File: src/rtl/fi_pkg.sv
// Shared definitions for the systolic-array fault-injection campaign controller.
//   fi_state_t       : campaign FSM states
//   SA_MODE_*        : encodings of the sa_mode input
//   TMR_SEL_DOUBLE   : tmr_pe_sel value that faults replicas 0 and 1 together
//   fi_bits_per_pe() : width of one PE's fault slice (6 with TMR, 2 without)
package fi_pkg;

    typedef enum logic [2:0] {
        ST_IDLE,
        ST_SETTLE,
        ST_COMPARE,
        ST_DRAIN,
        ST_DONE
    } fi_state_t;

    localparam logic [1:0] SA_MODE_SA0      = 2'b00;
    localparam logic [1:0] SA_MODE_SA1      = 2'b01;
    localparam logic [1:0] SA_MODE_BOTH     = 2'b10;
    localparam logic [1:0] SA_MODE_BOTH_ALT = 2'b11;  // aliases BOTH

    localparam logic [1:0] TMR_SEL_DOUBLE   = 2'b11;

    function automatic int fi_bits_per_pe(input int tmr_en);
        return (tmr_en != 0) ? 6 : 2;
    endfunction

    // Both polarities are run (SA0 pass first, then SA1).
    function automatic logic sa_mode_is_both(input logic [1:0] mode);
        return (mode == SA_MODE_BOTH) || (mode == SA_MODE_BOTH_ALT);
    endfunction

    // Polarity of the first (or only) pass.
    function automatic logic sa_mode_first_sa(input logic [1:0] mode);
        return (mode != SA_MODE_SA0) && !sa_mode_is_both(mode) && (mode == SA_MODE_SA1);
    endfunction

endpackage

File: src/rtl/fi_site_encoder.sv
// Combinational fault-bus encoder.
//   site_idx   : PE index (col*ROWS + row) to fault
//   sa         : stuck-at polarity
//   tmr_pe_sel : replica select (0..2, 3 = replicas 0 and 1); unused without TMR
//   fault_bus  : full fault_inject_bus image; only the selected site's slice is
//                non-zero, and within it only the enabled replica pairs {sa, 1}.
module fi_site_encoder
    import fi_pkg::*;
#(
    parameter int ROWS   = 2,
    parameter int COLS   = 2,
    parameter int TMR_EN = 1,
    parameter int IDX_W  = 2,
    parameter int FI_W   = ROWS * COLS * fi_bits_per_pe(TMR_EN)
) (
    input  logic [IDX_W-1:0] site_idx,
    input  logic             sa,
    input  logic [1:0]       tmr_pe_sel,
    output logic [FI_W-1:0]  fault_bus
);

    localparam int BPP = fi_bits_per_pe(TMR_EN);

    // Slice pattern for whichever site is selected.
    logic [BPP-1:0] slice;

    generate
        if (TMR_EN != 0) begin : g_tmr
            for (genvar gi = 0; gi < 3; gi++) begin : g_rep
                logic rep_en;
                assign rep_en = (tmr_pe_sel == 2'(gi))
                             || ((tmr_pe_sel == TMR_SEL_DOUBLE) && (gi < 2));
                assign slice[2*gi +: 2] = rep_en ? {sa, 1'b1} : 2'b00;
            end
        end else begin : g_plain
            assign slice = {sa, 1'b1};
        end
    endgenerate

    for (genvar gi = 0; gi < ROWS * COLS; gi++) begin : g_site
        assign fault_bus[gi*BPP +: BPP] = (site_idx == IDX_W'(gi)) ? slice : '0;
    end

endmodule

File: src/rtl/systolic_fi_campaign_ctrl.sv
// BIST fault-injection campaign controller for traditional/TMR systolic arrays.
// Walks a stuck-at fault over every PE site (row fastest), for one or both
// polarities, comparing DUT and golden bottom outputs after a settle delay and
// recording per-site mismatch maps.
//   clk, rst             : clock, synchronous active-high reset
//   start, abort         : begin campaign (IDLE only) / stop immediately
//   sa_mode, tmr_pe_sel  : polarity mode and replica select, latched at start
//   dut/gold_bottom_out_bus : compared outputs
//   fault_inject_bus     : registered fault drive
//   busy, done           : campaign running / one-cycle completion pulse
//   cur_row, cur_col     : site under test
//   err_map_sa0/sa1, err_count : results, held until the next accepted start
module systolic_fi_campaign_ctrl
    import fi_pkg::*;
#(
    parameter int ROWS           = 2,
    parameter int COLS           = 2,
    parameter int WORD_SIZE      = 16,
    parameter int TMR_EN         = 1,
    parameter int SETTLE_CYCLES  = 4,
    parameter int COMPARE_CYCLES = 4,
    parameter int DRAIN_CYCLES   = 4
) (
    input  logic                                         clk,
    input  logic                                         rst,
    input  logic                                         start,
    input  logic                                         abort,
    input  logic [1:0]                                   sa_mode,
    input  logic [1:0]                                   tmr_pe_sel,
    input  logic [COLS*WORD_SIZE-1:0]                    dut_bottom_out_bus,
    input  logic [COLS*WORD_SIZE-1:0]                    gold_bottom_out_bus,
    output logic [ROWS*COLS*fi_bits_per_pe(TMR_EN)-1:0]  fault_inject_bus,
    output logic                                         busy,
    output logic                                         done,
    output logic [((ROWS > 1) ? $clog2(ROWS) : 1)-1:0]   cur_row,
    output logic [((COLS > 1) ? $clog2(COLS) : 1)-1:0]   cur_col,
    output logic [ROWS*COLS-1:0]                         err_map_sa0,
    output logic [ROWS*COLS-1:0]                         err_map_sa1,
    output logic [$clog2(2*ROWS*COLS+1)-1:0]             err_count
);

    localparam int N       = ROWS * COLS;
    localparam int FI_W    = N * fi_bits_per_pe(TMR_EN);
    localparam int ROW_W   = (ROWS > 1) ? $clog2(ROWS) : 1;
    localparam int COL_W   = (COLS > 1) ? $clog2(COLS) : 1;
    localparam int IDX_W   = (N > 1) ? $clog2(N) : 1;
    localparam int ERR_W   = $clog2(2 * N + 1);
    localparam int CNT_MAX = (SETTLE_CYCLES > COMPARE_CYCLES)
                           ? ((SETTLE_CYCLES > DRAIN_CYCLES) ? SETTLE_CYCLES : DRAIN_CYCLES)
                           : ((COMPARE_CYCLES > DRAIN_CYCLES) ? COMPARE_CYCLES : DRAIN_CYCLES);
    localparam int CNT_W   = (CNT_MAX > 1) ? $clog2(CNT_MAX) : 1;

    localparam logic [ROW_W-1:0] ROW_LAST     = ROW_W'(ROWS - 1);
    localparam logic [COL_W-1:0] COL_LAST     = COL_W'(COLS - 1);
    localparam logic [CNT_W-1:0] SETTLE_LAST  = CNT_W'(SETTLE_CYCLES - 1);
    localparam logic [CNT_W-1:0] COMPARE_LAST = CNT_W'(COMPARE_CYCLES - 1);
    localparam logic [CNT_W-1:0] DRAIN_LAST   = CNT_W'(DRAIN_CYCLES - 1);

    fi_state_t         state_reg;
    logic [CNT_W-1:0]  cnt_reg;
    logic [ROW_W-1:0]  row_reg;
    logic [COL_W-1:0]  col_reg;
    logic              sa_reg;
    logic              both_reg;
    logic [1:0]        tmr_sel_reg;
    logic              sticky_reg;
    logic [FI_W-1:0]   fault_reg;
    logic              busy_reg;
    logic              done_reg;
    logic [N-1:0]      map0_reg;
    logic [N-1:0]      map1_reg;
    logic [ERR_W-1:0]  err_count_reg;

    // "Upcoming" site: the site the next SETTLE entry will use. In IDLE it is
    // the campaign's first site; in DRAIN it is the advanced site. The encoder
    // runs on it so the fault register loads on the same edge as the state.
    logic [ROW_W-1:0]  upc_row;
    logic [COL_W-1:0]  upc_col;
    logic              upc_sa;
    logic [1:0]        upc_sel;
    logic              campaign_end;
    logic              last_site;
    logic [IDX_W-1:0]  upc_idx;
    logic [IDX_W-1:0]  cur_idx;
    logic [FI_W-1:0]   enc_bus;
    logic              hit;

    always_comb begin
        upc_row      = row_reg;
        upc_col      = col_reg;
        upc_sa       = sa_reg;
        upc_sel      = tmr_sel_reg;
        campaign_end = 1'b0;
        last_site    = (row_reg == ROW_LAST) && (col_reg == COL_LAST);
        if (state_reg == ST_IDLE) begin
            upc_row = '0;
            upc_col = '0;
            upc_sa  = sa_mode_first_sa(sa_mode);
            upc_sel = tmr_pe_sel;
        end else if (last_site) begin
            if (!sa_reg && both_reg) begin
                upc_row = '0;
                upc_col = '0;
                upc_sa  = 1'b1;
            end else begin
                campaign_end = 1'b1;
            end
        end else if (row_reg == ROW_LAST) begin
            upc_row = '0;
            upc_col = col_reg + 1'b1;
        end else begin
            upc_row = row_reg + 1'b1;
        end
    end

    assign upc_idx = IDX_W'(upc_col) * IDX_W'(ROWS) + IDX_W'(upc_row);
    assign cur_idx = IDX_W'(col_reg) * IDX_W'(ROWS) + IDX_W'(row_reg);

    // The final compare cycle's own sample is folded in directly.
    assign hit = sticky_reg | (dut_bottom_out_bus != gold_bottom_out_bus);

    fi_site_encoder #(
        .ROWS   (ROWS),
        .COLS   (COLS),
        .TMR_EN (TMR_EN),
        .IDX_W  (IDX_W),
        .FI_W   (FI_W)
    ) u_encoder (
        .site_idx   (upc_idx),
        .sa         (upc_sa),
        .tmr_pe_sel (upc_sel),
        .fault_bus  (enc_bus)
    );

    always_ff @(posedge clk) begin
        if (rst) begin
            state_reg     <= ST_IDLE;
            cnt_reg       <= '0;
            row_reg       <= '0;
            col_reg       <= '0;
            sa_reg        <= 1'b0;
            both_reg      <= 1'b0;
            tmr_sel_reg   <= '0;
            sticky_reg    <= 1'b0;
            fault_reg     <= '0;
            busy_reg      <= 1'b0;
            done_reg      <= 1'b0;
            map0_reg      <= '0;
            map1_reg      <= '0;
            err_count_reg <= '0;
        end else if (abort && (state_reg != ST_IDLE)) begin
            // Partial maps and the current site are deliberately kept.
            state_reg  <= ST_IDLE;
            cnt_reg    <= '0;
            sticky_reg <= 1'b0;
            fault_reg  <= '0;
            busy_reg   <= 1'b0;
            done_reg   <= 1'b0;
        end else begin
            case (state_reg)
                ST_IDLE: begin
                    if (start && !abort) begin
                        state_reg     <= ST_SETTLE;
                        cnt_reg       <= '0;
                        row_reg       <= upc_row;
                        col_reg       <= upc_col;
                        sa_reg        <= upc_sa;
                        both_reg      <= sa_mode_is_both(sa_mode);
                        tmr_sel_reg   <= tmr_pe_sel;
                        sticky_reg    <= 1'b0;
                        fault_reg     <= enc_bus;
                        busy_reg      <= 1'b1;
                        map0_reg      <= '0;
                        map1_reg      <= '0;
                        err_count_reg <= '0;
                    end
                end
                ST_SETTLE: begin
                    if (cnt_reg == SETTLE_LAST) begin
                        cnt_reg   <= '0;
                        state_reg <= ST_COMPARE;
                    end else begin
                        cnt_reg <= cnt_reg + 1'b1;
                    end
                end
                ST_COMPARE: begin
                    if (cnt_reg == COMPARE_LAST) begin
                        if (sa_reg) begin
                            map1_reg[cur_idx] <= hit;
                        end else begin
                            map0_reg[cur_idx] <= hit;
                        end
                        err_count_reg <= err_count_reg + ERR_W'(hit);
                        sticky_reg    <= 1'b0;
                        fault_reg     <= '0;
                        cnt_reg       <= '0;
                        state_reg     <= ST_DRAIN;
                    end else begin
                        sticky_reg <= hit;
                        cnt_reg    <= cnt_reg + 1'b1;
                    end
                end
                ST_DRAIN: begin
                    if (cnt_reg == DRAIN_LAST) begin
                        cnt_reg <= '0;
                        if (campaign_end) begin
                            state_reg <= ST_DONE;
                            busy_reg  <= 1'b0;
                            done_reg  <= 1'b1;
                        end else begin
                            row_reg   <= upc_row;
                            col_reg   <= upc_col;
                            sa_reg    <= upc_sa;
                            fault_reg <= enc_bus;
                            state_reg <= ST_SETTLE;
                        end
                    end else begin
                        cnt_reg <= cnt_reg + 1'b1;
                    end
                end
                ST_DONE: begin
                    done_reg  <= 1'b0;
                    state_reg <= ST_IDLE;
                end
                default: begin
                    state_reg <= ST_IDLE;
                end
            endcase
        end
    end

    assign fault_inject_bus = fault_reg;
    assign busy             = busy_reg;
    assign done             = done_reg;
    assign cur_row          = row_reg;
    assign cur_col          = col_reg;
    assign err_map_sa0      = map0_reg;
    assign err_map_sa1      = map1_reg;
    assign err_count        = err_count_reg;

endmodule

File: config.mk
export PLATFORM = sky130hd
export DESIGN_NAME = systolic_fi_campaign_ctrl
export DESIGN_NICKNAME = d
export VERILOG_FILES = /design/src/rtl/fi_pkg.sv /design/src/rtl/fi_site_encoder.sv /design/src/rtl/systolic_fi_campaign_ctrl.sv
export SDC_FILE = /design/constraint.sdc
export NUM_CORES = 1
export LEC_CHECK = 0
export BUFFER_PORTS_ARGS = -buffer_cell sky130_fd_sc_hd__buf_2
export CAP_MARGIN = 15
export CORE_ASPECT_RATIO = 0.7
export CORE_MARGIN = 2
export CORE_UTILIZATION = 51
export DETAILED_ROUTE_END_ITERATION = 10
export PLACE_DENSITY_LB_ADDON = 0.15
export SETUP_SLACK_MARGIN = 0.05
export SLEW_MARGIN = 20
export SYNTH_ARGS = -nofsm -noshare
export SYNTH_HDL_FRONTEND = slang
export SYNTH_SLANG_ARGS = --single-unit
File: constraint.sdc
create_clock -name clk -period 5.6 [get_ports clk]
set_input_delay 0.56 -clock clk [delete_from_list [all_inputs] [get_ports clk]]
set_output_delay 0.56 -clock clk [all_outputs]
set_load 0.01 [all_outputs]
==> results.sh <==
export IMPL_status="complete, no violations"
export IMPL_startpoint_type="flop"
export IMPL_endpoint="fault_inject_bus[6]"
export IMPL_diodes=0
export IMPL_drtIter0Drc=146
export IMPL_overflow=0
export IMPL_clk_pin_slew_ns=0.09
export IMPL_root_buffer="clkbuf_8"
export IMPL_setup_viol=0
export IMPL_grt_max_degree=32
export IMPL_r2r_start="state_reg[2]"
export IMPL_synth_edf_count=0
export IMPL_clock_latency_ns=0.31
export IMPL_drt_first_pass_iters=4
export IMPL_grt_first_pass_wirelength_um=11300
export IMPL_setup_ws_ns=3.02
export IMPL_synthDistinctLibCells=42
export IMPL_critPathKind="flop to flop"
export IMPL_netlist_area_um2=2630
export IMPL_ir_worst_vdd_mv=0.154
export IMPL_antenna_found_initial=0
export IMPL_cp_data_arrival_time_ns=2.81
export IMPL_setup_tns_ns=0
export IMPL_core_um2=4860
export IMPL_cts_max_path_buffers=2
export IMPL_synth_cells=302
export IMPL_dieArea_um2=5760
export IMPL_hold_viol=0
export IMPL_synth_area_leader_cell="dfxtp_1"
export IMPL_grt_pass1_vias=2366
export IMPL_hpwl_um=5010
export IMPL_tightest_slew_ns=0.960
export IMPL_io_buffers=111
export IMPL_p_leak_uw=0.00145
export IMPL_r2r_slack_ns=3.02
export IMPL_start_util=0.541
export IMPL_nets=485
export IMPL_largest_reg_flops=24
export IMPL_dp_slack_ns=3.02
export IMPL_cts_resized=0
export IMPL_dominantRegCellSynth="dfxtp_1"
export IMPL_synth_area_top_cells="dfxtp_1 (38%), xor2_1 (10%), a22oi_1 (6.9%)"
export IMPL_synthArstFlopShare=0
export IMPL_drive_gt1_frac=0.318
export IMPL_reg2reg_depth=7
export IMPL_synthesis_nets=382
export IMPL_vias=2561
export IMPL_period_minus_slack_ns=2.58
export IMPL_postRouteAntennaNets=0
export IMPL_wire_per_inst_um=13.8
export IMPL_die_h_um=64.1
export IMPL_critical_path_max_stage_delay_ns=0.56
export IMPL_ys_seq_area_frac=0.381
export IMPL_cts_setup_buffers=0
export IMPL_fmax_mhz=388
export IMPL_gp_congestion=0.840
export IMPL_relSlewSlack=0.360
export IMPL_cts_sinks=50
export IMPL_syn2layout_area_growth_pct=26.3
export IMPL_drv_slew=0
export IMPL_powerDensity_nw_per_um2=218
export IMPL_power_uw=723
export IMPL_crit_required_ns=5.84
export IMPL_ys_seq_elements=50
export IMPL_chipWidth_um=89.8
export IMPL_worstPathCellList="nor3_2 > mux2i_1 > ha_1 > inv_1 > a211oi_2 > a22oi_1 > nor2_1"
export IMPL_track_usage=0.239
export IMPL_regToRegEndpoint="fault_inject_bus[6]"
export IMPL_cp_end_kind="flop"
export IMPL_ys_warnings_count=0
export IMPL_skew_ns=0.00622
export IMPL_min_period_over_period=0.460
export IMPL_yosys_top_cells_count="dfxtp_1 (50), nor2_1 (36), xor2_1 (30)"
export IMPL_worstPathMaxFanout=17
export IMPL_drc=0
export IMPL_numCtsBuffers=5
export IMPL_cts_hold_buf=0
export IMPL_io_pins=112
export IMPL_yosysTopAreaCellShare=0.381
export IMPL_yosysMostFrequentCell="dfxtp_1"
export IMPL_fp_row_count=21
export IMPL_tritoncts="yes"
export IMPL_hp_class="flop to flop"
export IMPL_slowest_stage="nor3_2"
export IMPL_cts_htree_levels=2
export IMPL_syn_avg_cell_area_um2=8.71
export IMPL_startpoint="state_reg[2]"
export IMPL_rsz0062_at_grt="false"
export IMPL_drt_wl_total_um=6570
export IMPL_drv_cap=0
export IMPL_viasPerCell=5.39
export IMPL_fillers=388
## worst max-delay path, delay by kind of cell, from the launching register on
family,cells,cell delay (ns)
buffers and inverters,1,0.04
adders and majority gates,1,0.17
AOI/OAI and AO/OA,2,0.67
muxes,1,0.40
DFF,1,0.53
and+or+nand+nor,2,0.69
## stage by stage
step | util | area (um^2) | hold slack [ns] | std cells
6_report | 0.683 | 3320 | 0.460 | 475
3_5_place_dp | 0.660 | 3210 | 0.449 | 467
2_1_floorplan | - | 2630 | 0.436 | 302
4_1_cts | 0.683 | 3320 | 0.462 | 475
5_1_grt | 0.683 | 3320 | 0.494 | 475
3_3_place_gp | 0.660 | 3210 | 0.442 | 467
## where the power goes
group	internal [uW]	switching (uW)	total, uW	leakage [uW]
Sequential	360	5.26	366	0.000404
Clock	133	122	255	0.0000504
Combinational	45.0	57.3	102	0.000997
Total	538	185	723	0.00145
## metal layers
layer	up-vias	share of wire	routed length (um)	global-route usage
li1	1289	-	-	-
met4	0	0.0096	63	0.0577
met1	1173	0.48	3170	0.329
met5	-	0	0	0
met2	92	0.44	2880	0.384
met3	7	0.071	466	0.0531
## how the worst min path moves through the flow
stage / cells past startpoint / startpoint / to / slack (ns)
after floorplan: 2 / tmr_sel_reg[0] / tmr_sel_reg[0] / 0.44
after CTS: 2 / tmr_sel_reg[1] / tmr_sel_reg[1] / 0.46
after global placement: 2 / tmr_sel_reg[0] / tmr_sel_reg[0] / 0.44
final: 2 / tmr_sel_reg[1] / tmr_sel_reg[1] / 0.46
after global routing: 2 / tmr_sel_reg[0] / tmr_sel_reg[0] / 0.49
after detailed placement: 2 / tmr_sel_reg[1] / tmr_sel_reg[1] / 0.45
## cells by family after synthesis
group           count (synthesis)  synth area share
xor+xnor                       35             0.117
buf+inv                        25            0.0400
simple gates                  110             0.214
flops                          50             0.381
fa+ha+maj                       8            0.0381
mux                             3            0.0119
compound gates                 71             0.199
## layout by cell type (no fill, tap or decap), types with 3 or more instances in the layout
master    instances
a211o_1           3
a211oi_2          3
a21oi_1          13
a22oi_1          24
buf_2           111
clkbuf_8          5
dfxtp_1          50
ha_1              8
inv_1             9
nand2_1          20
nand2b_1          7
nand3_1           5
nand3b_1          6
nand4_1           5
nor2_1           36
nor3_1            8
nor4_1            7
o21ai_0          10
o32ai_1           8
or3_1             7
xnor2_1           5
xor2_1           30
## cell type report
cell class / instances / area [um^2] / share of cell area
clock buffer: 5 / 68.8 / 0.0207
clock inverter: 3 / 45.0 / 0.0136
inverter: 9 / 33.8 / 0.0102
multi-input combinational: 227 / 1520 / 0.459
sequential: 50 / 1000 / 0.301
tap: 69 / 86.3 / 0.0260
timing repair buffer: 112 / 563 / 0.169
Note: power is estimated with default switching activity, not from simulation.
